$ cat src/rtl/vga_timing_pkg.sv
// Shared 640x480 VGA timing constants, decoder state encoding and pixel width.
package vga_timing_pkg;

    localparam int RGB_W = 12;
    localparam int CNT_W = 10;
    localparam int SUM_W = 16;

    localparam int CLKS_PER_PIXEL_640 = 4;
    localparam int H_TOTAL_640        = 800;
    localparam int H_SYNC_640         = 96;
    localparam int H_ACT_START_640    = 144;
    localparam int H_ACTIVE_640       = 640;
    localparam int V_TOTAL_640        = 525;
    localparam int V_SYNC_640         = 2;
    localparam int V_ACT_START_640    = 35;
    localparam int V_ACTIVE_640       = 480;

    typedef enum logic [1:0] {
        SEARCH = 2'd0,
        ALIGN  = 2'd1,
        TRACK  = 2'd2
    } dec_state_t;

endpackage

$ cat src/rtl/vga_sync_decoder_if.sv
// Connector-side VGA signals plus the decoder's recovered-timing outputs.
// master = the side driving the connector (generator / bench), slave = the decoder.
interface vga_sync_decoder_if;
    import vga_timing_pkg::*;

    logic             hSync;
    logic             vSync;
    logic [RGB_W-1:0] rgb;
    logic [CNT_W-1:0] hCount;
    logic [CNT_W-1:0] vCount;
    logic             pixValid;
    logic [RGB_W-1:0] pixel;
    logic             locked;
    logic             frameDone;
    logic [SUM_W-1:0] frameSum;
    logic [SUM_W-1:0] frameCount;
    logic             hErr;
    logic             vErr;

    modport master (
        output hSync, vSync, rgb,
        input  hCount, vCount, pixValid, pixel, locked, frameDone,
               frameSum, frameCount, hErr, vErr
    );

    modport slave (
        input  hSync, vSync, rgb,
        output hCount, vCount, pixValid, pixel, locked, frameDone,
               frameSum, frameCount, hErr, vErr
    );

endinterface

$ cat src/rtl/sync_edge_detect.sv
// Two-flop synchronizer followed by a one-clock falling-edge pulse.
// Flops clear to 0 so a line that is already low at reset release never
// produces a spurious edge; only a genuine high->low transition does.
module sync_edge_detect (
    input  logic clk,
    input  logic reset,
    input  logic sig,
    output logic fall
);

    logic meta;
    logic sync_q;
    logic prev_q;

    // Synchronize the asynchronous sync line and keep one clock of history.
    always_ff @(posedge clk) begin
        if (reset) begin
            meta   <= 1'b0;
            sync_q <= 1'b0;
            prev_q <= 1'b0;
        end else begin
            meta   <= sig;
            sync_q <= meta;
            prev_q <= sync_q;
        end
    end

    assign fall = prev_q & ~sync_q;

endmodule

$ cat src/rtl/vga_sync_decoder.sv
// Receive-side VGA monitor: recovers pixel position from hSync/vSync, checks
// the frame timing, samples active pixels and counts completed frames.
// Optional per-frame pixel checksum is built when VGA_DECODE_CHECKSUM_EN is
// defined; otherwise frameSum reads 0.
module vga_sync_decoder
    import vga_timing_pkg::*;
#(
    parameter int CLKS_PER_PIXEL = CLKS_PER_PIXEL_640,
    parameter int H_TOTAL        = H_TOTAL_640,
    parameter int H_SYNC         = H_SYNC_640,
    parameter int H_ACT_START    = H_ACT_START_640,
    parameter int H_ACTIVE       = H_ACTIVE_640,
    parameter int V_TOTAL        = V_TOTAL_640,
    parameter int V_SYNC         = V_SYNC_640,
    parameter int V_ACT_START    = V_ACT_START_640,
    parameter int V_ACTIVE       = V_ACTIVE_640
) (
    input logic               clk,
    input logic               reset,
    vga_sync_decoder_if.slave bus
);

    localparam int PH_W = (CLKS_PER_PIXEL > 1) ? $clog2(CLKS_PER_PIXEL) : 1;
    localparam logic [PH_W-1:0]  PH_LAST = PH_W'(CLKS_PER_PIXEL - 1);
    localparam logic [PH_W-1:0]  PH_MID  = PH_W'(CLKS_PER_PIXEL / 2);
    localparam logic [CNT_W-1:0] H_LAST  = CNT_W'(H_TOTAL - 1);
    localparam logic [CNT_W-1:0] V_LAST  = CNT_W'(V_TOTAL - 1);
    localparam logic [CNT_W-1:0] H_LO    = CNT_W'(H_ACT_START);
    localparam logic [CNT_W-1:0] H_HI    = CNT_W'(H_ACT_START + H_ACTIVE);
    localparam logic [CNT_W-1:0] V_LO    = CNT_W'(V_ACT_START);
    localparam logic [CNT_W-1:0] V_HI    = CNT_W'(V_ACT_START + V_ACTIVE);

    // A sync pulse that reaches into the active area means the timing set is nonsense.
    if (H_SYNC >= H_ACT_START || V_SYNC >= V_ACT_START) begin : g_bad_timing
        $error("vga_sync_decoder: sync pulse overlaps the active region");
    end

    dec_state_t       state, state_d;
    logic             h_fall, v_fall;
    logic [RGB_W-1:0] rgb_meta, rgb_q;
    logic [PH_W-1:0]  phase;
    logic [CNT_W-1:0] h_cnt, v_cnt;
    logic             v_on_h;
    logic             h_wrap, v_wrap, h_act, v_act;
    logic             h_bad, v_bad, frame_end;
    logic             pix_valid, locked, frame_done, h_err, v_err;
    logic [RGB_W-1:0] pix_q;
    logic [SUM_W-1:0] frame_count;

    sync_edge_detect u_hsync (.clk(clk), .reset(reset), .sig(bus.hSync), .fall(h_fall));
    sync_edge_detect u_vsync (.clk(clk), .reset(reset), .sig(bus.vSync), .fall(v_fall));

    // Delay rgb through the same two stages as the syncs so samples line up with the counters.
    always_ff @(posedge clk) begin
        if (reset) begin
            rgb_meta <= '0;
            rgb_q    <= '0;
        end else begin
            rgb_meta <= bus.rgb;
            rgb_q    <= rgb_meta;
        end
    end

    assign h_wrap = (phase == PH_LAST) && (h_cnt == H_LAST);
    assign v_wrap = h_wrap && (v_cnt == V_LAST);
    assign h_act  = (h_cnt >= H_LO) && (h_cnt < H_HI);
    assign v_act  = (v_cnt >= V_LO) && (v_cnt < V_HI);

    // Lock state register.
    always_ff @(posedge clk) begin
        if (reset) state <= SEARCH;
        else       state <= state_d;
    end

    // Next state and timing checks: while tracking, every sync edge must land
    // exactly on the counter wrap and every wrap must see its edge.
    always_comb begin
        state_d   = state;
        h_bad     = 1'b0;
        v_bad     = 1'b0;
        frame_end = 1'b0;
        case (state)
            SEARCH: if (v_fall) state_d = ALIGN;
            ALIGN:  if (h_fall) state_d = TRACK;
            TRACK: begin
                h_bad = (h_fall != h_wrap);
                v_bad = (v_fall != v_wrap);
                if (h_bad || v_bad) state_d = SEARCH;
                else if (v_fall)    frame_end = 1'b1;
            end
            default: state_d = SEARCH;
        endcase
    end

    // Position counters, lock/error flags, pixel sampling and frame bookkeeping.
    always_ff @(posedge clk) begin
        if (reset) begin
            phase       <= '0;
            h_cnt       <= '0;
            v_cnt       <= '0;
            v_on_h      <= 1'b0;
            pix_valid   <= 1'b0;
            pix_q       <= '0;
            locked      <= 1'b0;
            frame_done  <= 1'b0;
            frame_count <= '0;
            h_err       <= 1'b0;
            v_err       <= 1'b0;
        end else begin
            pix_valid  <= 1'b0;
            frame_done <= 1'b0;
            case (state)
                SEARCH: if (v_fall) begin
                    v_cnt  <= '0;
                    // Frame start usually coincides with a line start; the next
                    // hSync edge then begins line 1, not line 0.
                    v_on_h <= h_fall;
                end
                ALIGN: if (h_fall) begin
                    phase  <= '0;
                    h_cnt  <= '0;
                    locked <= 1'b1;
                    if (v_on_h) v_cnt <= CNT_W'(1);
                end
                TRACK: begin
                    if (h_bad || v_bad) begin
                        locked <= 1'b0;
                        if (h_bad) h_err <= 1'b1;
                        if (v_bad) v_err <= 1'b1;
                    end else begin
                        if (phase == PH_LAST) begin
                            phase <= '0;
                            if (h_cnt == H_LAST) begin
                                h_cnt <= '0;
                                v_cnt <= (v_cnt == V_LAST) ? '0 : v_cnt + 1'b1;
                            end else begin
                                h_cnt <= h_cnt + 1'b1;
                            end
                        end else begin
                            phase <= phase + 1'b1;
                        end
                        // Sample mid-pixel, away from the rgb transitions.
                        if (phase == PH_MID && h_act && v_act) begin
                            pix_valid <= 1'b1;
                            pix_q     <= rgb_q;
                        end
                        if (frame_end) begin
                            frame_done  <= 1'b1;
                            frame_count <= frame_count + 1'b1;
                        end
                    end
                end
                default: ;
            endcase
        end
    end

`ifdef VGA_DECODE_CHECKSUM_EN
    logic [SUM_W-1:0] acc;
    logic [SUM_W-1:0] frame_sum;

    // Sum sampled pixels over a locked frame; the total is handed over before
    // any coincident pixel is added, and partial sums die when lock is lost.
    always_ff @(posedge clk) begin
        if (reset) begin
            acc       <= '0;
            frame_sum <= '0;
        end else if (frame_end) begin
            frame_sum <= acc;
            acc       <= pix_valid ? SUM_W'(pix_q) : '0;
        end else if (state != TRACK) begin
            acc <= '0;
        end else if (pix_valid) begin
            acc <= acc + SUM_W'(pix_q);
        end
    end

    assign bus.frameSum = frame_sum;
`else
    assign bus.frameSum = '0;
`endif

    assign bus.hCount     = h_cnt;
    assign bus.vCount     = v_cnt;
    assign bus.pixValid   = pix_valid;
    assign bus.pixel      = pix_q;
    assign bus.locked     = locked;
    assign bus.frameDone  = frame_done;
    assign bus.frameCount = frame_count;
    assign bus.hErr       = h_err;
    assign bus.vErr       = v_err;

endmodule

$ cat src/flat_wrapper.sv
// flat-port wrapper written by rule: the top's interface ports become plain ports
module vga_sync_decoder_flat import vga_timing_pkg::*;
#(
    parameter int CLKS_PER_PIXEL = CLKS_PER_PIXEL_640,
    parameter int H_TOTAL        = H_TOTAL_640,
    parameter int H_SYNC         = H_SYNC_640,
    parameter int H_ACT_START    = H_ACT_START_640,
    parameter int H_ACTIVE       = H_ACTIVE_640,
    parameter int V_TOTAL        = V_TOTAL_640,
    parameter int V_SYNC         = V_SYNC_640,
    parameter int V_ACT_START    = V_ACT_START_640,
    parameter int V_ACTIVE       = V_ACTIVE_640
)
  (clk, reset, bus_hSync, bus_vSync, bus_rgb, bus_hCount, bus_vCount, bus_pixValid, bus_pixel, bus_locked, bus_frameDone, bus_frameSum, bus_frameCount, bus_hErr, bus_vErr);
  vga_sync_decoder_if bus_i ();
  input logic clk;
  input logic reset;
  input wire logic [$bits(bus_i.hSync)-1:0] bus_hSync;
  input wire logic [$bits(bus_i.vSync)-1:0] bus_vSync;
  input wire logic [$bits(bus_i.rgb)-1:0] bus_rgb;
  output wire logic [$bits(bus_i.hCount)-1:0] bus_hCount;
  output wire logic [$bits(bus_i.vCount)-1:0] bus_vCount;
  output wire logic [$bits(bus_i.pixValid)-1:0] bus_pixValid;
  output wire logic [$bits(bus_i.pixel)-1:0] bus_pixel;
  output wire logic [$bits(bus_i.locked)-1:0] bus_locked;
  output wire logic [$bits(bus_i.frameDone)-1:0] bus_frameDone;
  output wire logic [$bits(bus_i.frameSum)-1:0] bus_frameSum;
  output wire logic [$bits(bus_i.frameCount)-1:0] bus_frameCount;
  output wire logic [$bits(bus_i.hErr)-1:0] bus_hErr;
  output wire logic [$bits(bus_i.vErr)-1:0] bus_vErr;
  assign bus_i.hSync = bus_hSync;
  assign bus_i.vSync = bus_vSync;
  assign bus_i.rgb = bus_rgb;
  assign bus_hCount = bus_i.hCount;
  assign bus_vCount = bus_i.vCount;
  assign bus_pixValid = bus_i.pixValid;
  assign bus_pixel = bus_i.pixel;
  assign bus_locked = bus_i.locked;
  assign bus_frameDone = bus_i.frameDone;
  assign bus_frameSum = bus_i.frameSum;
  assign bus_frameCount = bus_i.frameCount;
  assign bus_hErr = bus_i.hErr;
  assign bus_vErr = bus_i.vErr;
  vga_sync_decoder #(.CLKS_PER_PIXEL(CLKS_PER_PIXEL), .H_TOTAL(H_TOTAL), .H_SYNC(H_SYNC), .H_ACT_START(H_ACT_START), .H_ACTIVE(H_ACTIVE), .V_TOTAL(V_TOTAL), .V_SYNC(V_SYNC), .V_ACT_START(V_ACT_START), .V_ACTIVE(V_ACTIVE)) u_core (.clk(clk), .reset(reset), .bus(bus_i));
endmodule
$ cat config.mk
export PLATFORM = sky130hd
export DESIGN_NAME = vga_sync_decoder_flat
export DESIGN_NICKNAME = d
export VERILOG_FILES = /design/src/rtl/vga_timing_pkg.sv /design/src/rtl/vga_sync_decoder_if.sv /design/src/rtl/sync_edge_detect.sv /design/src/rtl/vga_sync_decoder.sv /design/src/flat_wrapper.sv
export SDC_FILE = /design/constraint.sdc
export NUM_CORES = 1
export LEC_CHECK = 0
export BUFFER_PORTS_ARGS = -buffer_cell sky130_fd_sc_hd__buf_2
export CORE_MARGIN = 2
export CORE_UTILIZATION = 49
export DETAILED_ROUTE_END_ITERATION = 10
export PLACE_DENSITY_LB_ADDON = 0.1
export SLEW_MARGIN = 20
export SYNTH_ARGS = -nofsm -noshare
export SYNTH_HDL_FRONTEND = slang
export SYNTH_SLANG_ARGS = --single-unit
export TNS_END_PERCENT = 100
$ cat constraint.sdc
create_clock -name clk -period 2.75 [get_ports clk]
set_input_delay 0.4125 -clock clk [delete_from_list [all_inputs] [get_ports clk]]
set_output_delay 0.4125 -clock clk [all_outputs]
set_load 0.01 [all_outputs]
==> report_table.html <==
<table>
<tr><th>Metric</th><th>Value</th></tr>
<tr><th colspan="2">Synth</th></tr>
<tr><td>Synth warnings</td><td>0</td></tr>
<tr><td>Yosys cell types</td><td>58</td></tr>
<tr><td>Main flop type after synthesis</td><td>sky130_fd_sc_hd__dfxtp_1</td></tr>
<tr><td>Async S/R FF share, synth</td><td>0</td></tr>
<tr><td>Most common cell in the synthesized netlist</td><td>sky130_fd_sc_hd__dfxtp_1</td></tr>
<tr><td>Adder and majority gate portion of the synthesized area</td><td>0.03791</td></tr>
<tr><td>Main combinational cell family by area after synthesis</td><td>simple AND/OR/NAND/NOR gates</td></tr>
<tr><td>Synthesized-area fraction occupied by ao, oa, aoi and oai cells</td><td>0.1239</td></tr>
<tr><td>Share of the synthesized netlist area taken by xor and xnor gates</td><td>0.01548</td></tr>
<tr><td>Commonest cells in the netlist</td><td>88 x sky130_fd_sc_hd__dfxtp_1, 45 x sky130_fd_sc_hd__nor2b_1, 41 x sky130_fd_sc_hd__nor2_1</td></tr>
<tr><td>Mean Syn Cell Area</td><td>9.000 um^2</td></tr>
<tr><td>Post-synthesis instance total</td><td>440</td></tr>
<tr><td>Largest area contributor in the netlist</td><td>sky130_fd_sc_hd__dfxtp_1</td></tr>
<tr><td>Simple logic cell fraction of the synthesized area</td><td>0.2550</td></tr>
<tr><td>Main area contributors after synthesis</td><td>sky130_fd_sc_hd__dfxtp_1 44%, sky130_fd_sc_hd__nor2b_1 7.1%, sky130_fd_sc_hd__nor2_1 3.9%</td></tr>
<tr><td>Sequential-to-total area share from yosys stat</td><td>0.4449</td></tr>
<tr><td>Synthesis-stage register bit count</td><td>88</td></tr>
<tr><td>EDFF count, synth</td><td>0</td></tr>
<tr><td>Cell area after synthesis</td><td>3960 um^2</td></tr>
<tr><td>Mux contribution to synthesized area</td><td>0.06066</td></tr>
<tr><td>Proportion of netlist area held by the largest area contributor</td><td>0.4449</td></tr>
<tr><th colspan="2">Setup path</th></tr>
<tr><td>Capturing element type of the critical path</td><td>register</td></tr>
<tr><td>Launching point of the worst reg2reg path</td><td>u_core.bus.hCount[8]</td></tr>
<tr><td>Number of buffer and inverter stages on the critical path</td><td>0</td></tr>
<tr><td>Largest fanout of any net on the critical path</td><td>8</td></tr>
<tr><td>Setup crit start kind</td><td>register</td></tr>
<tr><td>Stages on worst setup path</td><td>6</td></tr>
<tr><td>Worst r2r dst</td><td>u_core.bus.frameCount[11]</td></tr>
<tr><td>Top Family by Delay on Critical Path</td><td>simple AND/OR/NAND/NOR gates</td></tr>
<tr><td>Critical Path, Cell by Cell</td><td>nand4bb_1 &gt; or4_4 &gt; or3_1 &gt; nor3_4 &gt; nand4_1 &gt; mux2_2</td></tr>
<tr><td>Critical path's slowest cell</td><td>sky130_fd_sc_hd__or4_4</td></tr>
<tr><td>Peak per-stage delay on the critical path</td><td>0.55 ns</td></tr>
<tr><td>Reg2reg path depth</td><td>6</td></tr>
<tr><td>CP required</td><td>3.01 ns</td></tr>
<tr><td>Type of the setup path with the least slack</td><td>register to register</td></tr>
<tr><td>Setup slack on the worst flop-to-flop path</td><td>0.17 ns</td></tr>
<tr><td>Arrival time of the worst setup path</td><td>2.84 ns</td></tr>
<tr><th colspan="2">STA</th></tr>
<tr><td>Max-slew violations</td><td>0</td></tr>
<tr><td>Hold Fails Final Rpt</td><td>0</td></tr>
<tr><td>Headroom to the max-slew limit</td><td>0.4626</td></tr>
<tr><td>Worst-Margin Slew</td><td>0.8024 ns</td></tr>
<tr><td>Setup repair after global routing missed its margin</td><td>no</td></tr>
<tr><td>Part of the cycle the worst path needs</td><td>0.9368</td></tr>
<tr><td>Maximum operating frequency</td><td>0.3882 GHz</td></tr>
<tr><td>Final setup violation count</td><td>0</td></tr>
<tr><td>Time the worst path needs with I/O delays and setup</td><td>2.576 ns</td></tr>
<tr><td>Worst setup skew after layout</td><td>0.007499 ns</td></tr>
<tr><td>Final-layout setup total negative slack</td><td>0 ns</td></tr>
<tr><th colspan="2">Global routing</th></tr>
<tr><td>Vias in the first global route</td><td>3,010</td></tr>
<tr><td>Global-route congestion overflow total</td><td>0</td></tr>
<tr><td>Number of antenna violations at the first check in global routing</td><td>0</td></tr>
<tr><td>Wire length of the first global-routing pass</td><td>14.18 mm</td></tr>
<tr><td>Maximum number of pins on one net before global-route repair</td><td>63</td></tr>
<tr><td>Tot GR Track Use</td><td>0.1995</td></tr>
<tr><th colspan="2">CTS</th></tr>
<tr><td>Clock net sink count</td><td>88</td></tr>
<tr><td>Clk Latency, worst-skew pair</td><td>0.36 ns</td></tr>
<tr><td>Clock transition time at the flip-flop clock pins of the worst setup and hold paths</td><td>0.10 ns</td></tr>
<tr><td>Maximum buffer depth of the clock tree</td><td>2</td></tr>
<tr><td>CTS Hold Buffers Added</td><td>0</td></tr>
<tr><td>H-tree depth</td><td>3</td></tr>
<tr><td>TritonCTS clock tree</td><td>done</td></tr>
<tr><td>Number of buffers created by CTS</td><td>9</td></tr>
<tr><td>Buffer cell driving the clock tree root</td><td>sky130_fd_sc_hd__clkbuf_8</td></tr>
<tr><th colspan="2">Route</th></tr>
<tr><td>Vias per inst</td><td>5.305</td></tr>
<tr><td>Total number of vias</td><td>3,337</td></tr>
<tr><td>Iteration count of the initial detailed-routing pass</td><td>5</td></tr>
<tr><td>First-iteration detailed-routing DRC count</td><td>114</td></tr>
<tr><td>DRC violation count after routing</td><td>0</td></tr>
<tr><td>Post-route antenna net violation count</td><td>0</td></tr>
<tr><td>Routed len/inst</td><td>13.70 um</td></tr>
<tr><td>WL final</td><td>8.615 mm</td></tr>
<tr><th colspan="2">Floorplanning</th></tr>
<tr><td>Die Area</td><td>8817 um^2</td></tr>
<tr><td>Placement Rows</td><td>32</td></tr>
<tr><td>Initial Utilization</td><td>0.5098</td></tr>
<tr><td>Core area</td><td>7767 um^2</td></tr>
<tr><td>Die height</td><td>93.90 um</td></tr>
<tr><td>Die width</td><td>93.90 um</td></tr>
<tr><td>Number of ports placed on the die boundary</td><td>85</td></tr>
<tr><th colspan="2">Placement</th></tr>
<tr><td>Area after DPL</td><td>4451 um^2</td></tr>
<tr><td>HPWL Detailed</td><td>6.063 mm</td></tr>
<tr><td>Weighted congestion reported at the end of routability-driven placement</td><td>0.8799</td></tr>
<tr><td>Port Buffers</td><td>68</td></tr>
<tr><th colspan="2">Status</th></tr>
<tr><td>Result of the run</td><td>finished clean</td></tr>
<tr><th colspan="2">Final layout</th></tr>
<tr><td>Area used by multi-input combinational logic</td><td>2031 um^2</td></tr>
<tr><td>Number of fill cells in the layout</td><td>740</td></tr>
<tr><td>Number of diodes</td><td>0</td></tr>
<tr><td>FF+latch area</td><td>1762 um^2</td></tr>
<tr><td>Finished layout cell area</td><td>4659 um^2</td></tr>
<tr><td>Total Nets Final</td><td>550</td></tr>
<tr><td>Share of post-route cells with drive strength above 1</td><td>0.2277</td></tr>
<tr><td>Layout overhead on the synthesized area</td><td>17.66%</td></tr>
<tr><td>Core Util, Final</td><td>0.5999</td></tr>
<tr><th colspan="2">Pwr</th></tr>
<tr><td>Power density over the cells</td><td>545.1 nW/um^2</td></tr>
<tr><td>Peak supply drop</td><td>379.9 uV</td></tr>
<tr><td>Static leakage</td><td>0.002133 uW</td></tr>
<tr><td>Sum of internal, switching and leakage power</td><td>2540 uW</td></tr>
<tr><th colspan="2">Hold path</th></tr>
<tr><td>Hold wc startpoint</td><td>bus_rgb[6]</td></tr>
<tr><td>Worst Hold End</td><td>u_core.rgb_meta[6]</td></tr>
<tr><td>Number of cells on the worst hold path</td><td>2</td></tr>
<tr><td>Class of the worst hold path</td><td>input port to register</td></tr>
<tr><th colspan="2">Job</th></tr>
<tr><td>Number of violations of the max-capacitance limit</td><td>0</td></tr>
</table>
layer usage:
layer	up-vias	routed length, um	track usage
met2	117	3925	0.3131
met3	7	613	0.05778
met1	1541	4029	0.2700
met5	-	0	0
met4	0	47	0.05072
li1	1672	-	-
cells by family after synthesis:
family | Yosys count
xor gates and xnor gates | 7
AOI/OAI and AO/OA | 73
DFF | 88
adders and majority gates | 12
muxes | 23
buffers and inverters | 48
and+or+nand+nor | 188
other | 1
how the worst max path moves through the flow:
stage	from	end	slack, ns
after floorplan	u_core.bus.hCount[1]	u_core.bus.hCount[1]	0.11
after global placement	u_core.bus.hCount[0]	u_core.bus.frameCount[11]	0.21
after detailed placement	u_core.bus.hCount[0]	u_core.bus.frameCount[11]	0.14
after CTS	u_core.bus.hCount[0]	u_core.bus.frameCount[11]	0.12
after global routing	u_core.bus.hCount[0]	u_core.bus.frameCount[11]	0.04
final	u_core.bus.hCount[8]	u_core.bus.frameCount[11]	0.17
layout by cell type, fill, tap and decap left out, types with 6 or more instances in the layout:
cell type and count:
sky130_fd_sc_hd__and3_1 7, sky130_fd_sc_hd__ha_1 12, sky130_fd_sc_hd__nor2_1 41, sky130_fd_sc_hd__a31oi_1 7, sky130_fd_sc_hd__nand2_1 28, sky130_fd_sc_hd__buf_2 68
sky130_fd_sc_hd__clkbuf_8 9, sky130_fd_sc_hd__nand3_1 27, sky130_fd_sc_hd__nor3_1 8, sky130_fd_sc_hd__mux2_2 8, sky130_fd_sc_hd__nor2b_1 45, sky130_fd_sc_hd__buf_4 18
sky130_fd_sc_hd__dfxtp_1 88, sky130_fd_sc_hd__a21oi_1 21, sky130_fd_sc_hd__o21ai_0 13, sky130_fd_sc_hd__inv_1 17, sky130_fd_sc_hd__a2bb2oi_1 6, sky130_fd_sc_hd__conb_1 16
sky130_fd_sc_hd__mux2i_1 15
metrics by stage:
stage	std cells	hold WS, ns	worst slack (ns)
floorplan	455	0.4138	0.1078
global placement	613	0.4173	0.2072
detailed placement	613	0.4220	0.1379
CTS	629	0.2371	0.1215
global route	629	0.2400	0.04247
finish	629	0.2509	0.1737
worst register-to-register path, stage by stage (launching register included):
cell,delay (ns)
sky130_fd_sc_hd__dfxtp_1,0.47
sky130_fd_sc_hd__nand4bb_1,0.21
sky130_fd_sc_hd__or4_4,0.55
sky130_fd_sc_hd__or3_1,0.50
sky130_fd_sc_hd__nor3_4,0.32
sky130_fd_sc_hd__nand4_1,0.15
sky130_fd_sc_hd__mux2_2,0.29
timing repair:
action	4_1_cts	5_1_grt
gates resized for setup	0	2
endpoints found under the setup margin	0	2
buffers inserted	0	0
state kept, by name, summed over array words and instances (netlist names), 2 cells and up:
name	count
u_core.bus.pixel	12
u_core.state	2
u_core.rgb_q	12
u_core.phase	2
u_core.bus.hCount	10
u_core.bus.frameCount	16
u_core.bus.vCount	10
u_core.rgb_meta	12
power by group:
group          leakage (uW)  internal, uW  switching, uW
clock network     0.0000970           356            525
logic               0.00132           115            217
registers          0.000715          1310           18.0
cell type report:
type / count / share of cell area
clock inverter: 7 / 0.01557
sequential: 88 / 0.3781
multi-input combinational: 319 / 0.4358
clock buffer: 9 / 0.02658
timing repair buffer: 86 / 0.1020
tap: 102 / 0.02739
inverter: 18 / 0.01450
(Power assumes the default switching activity.)
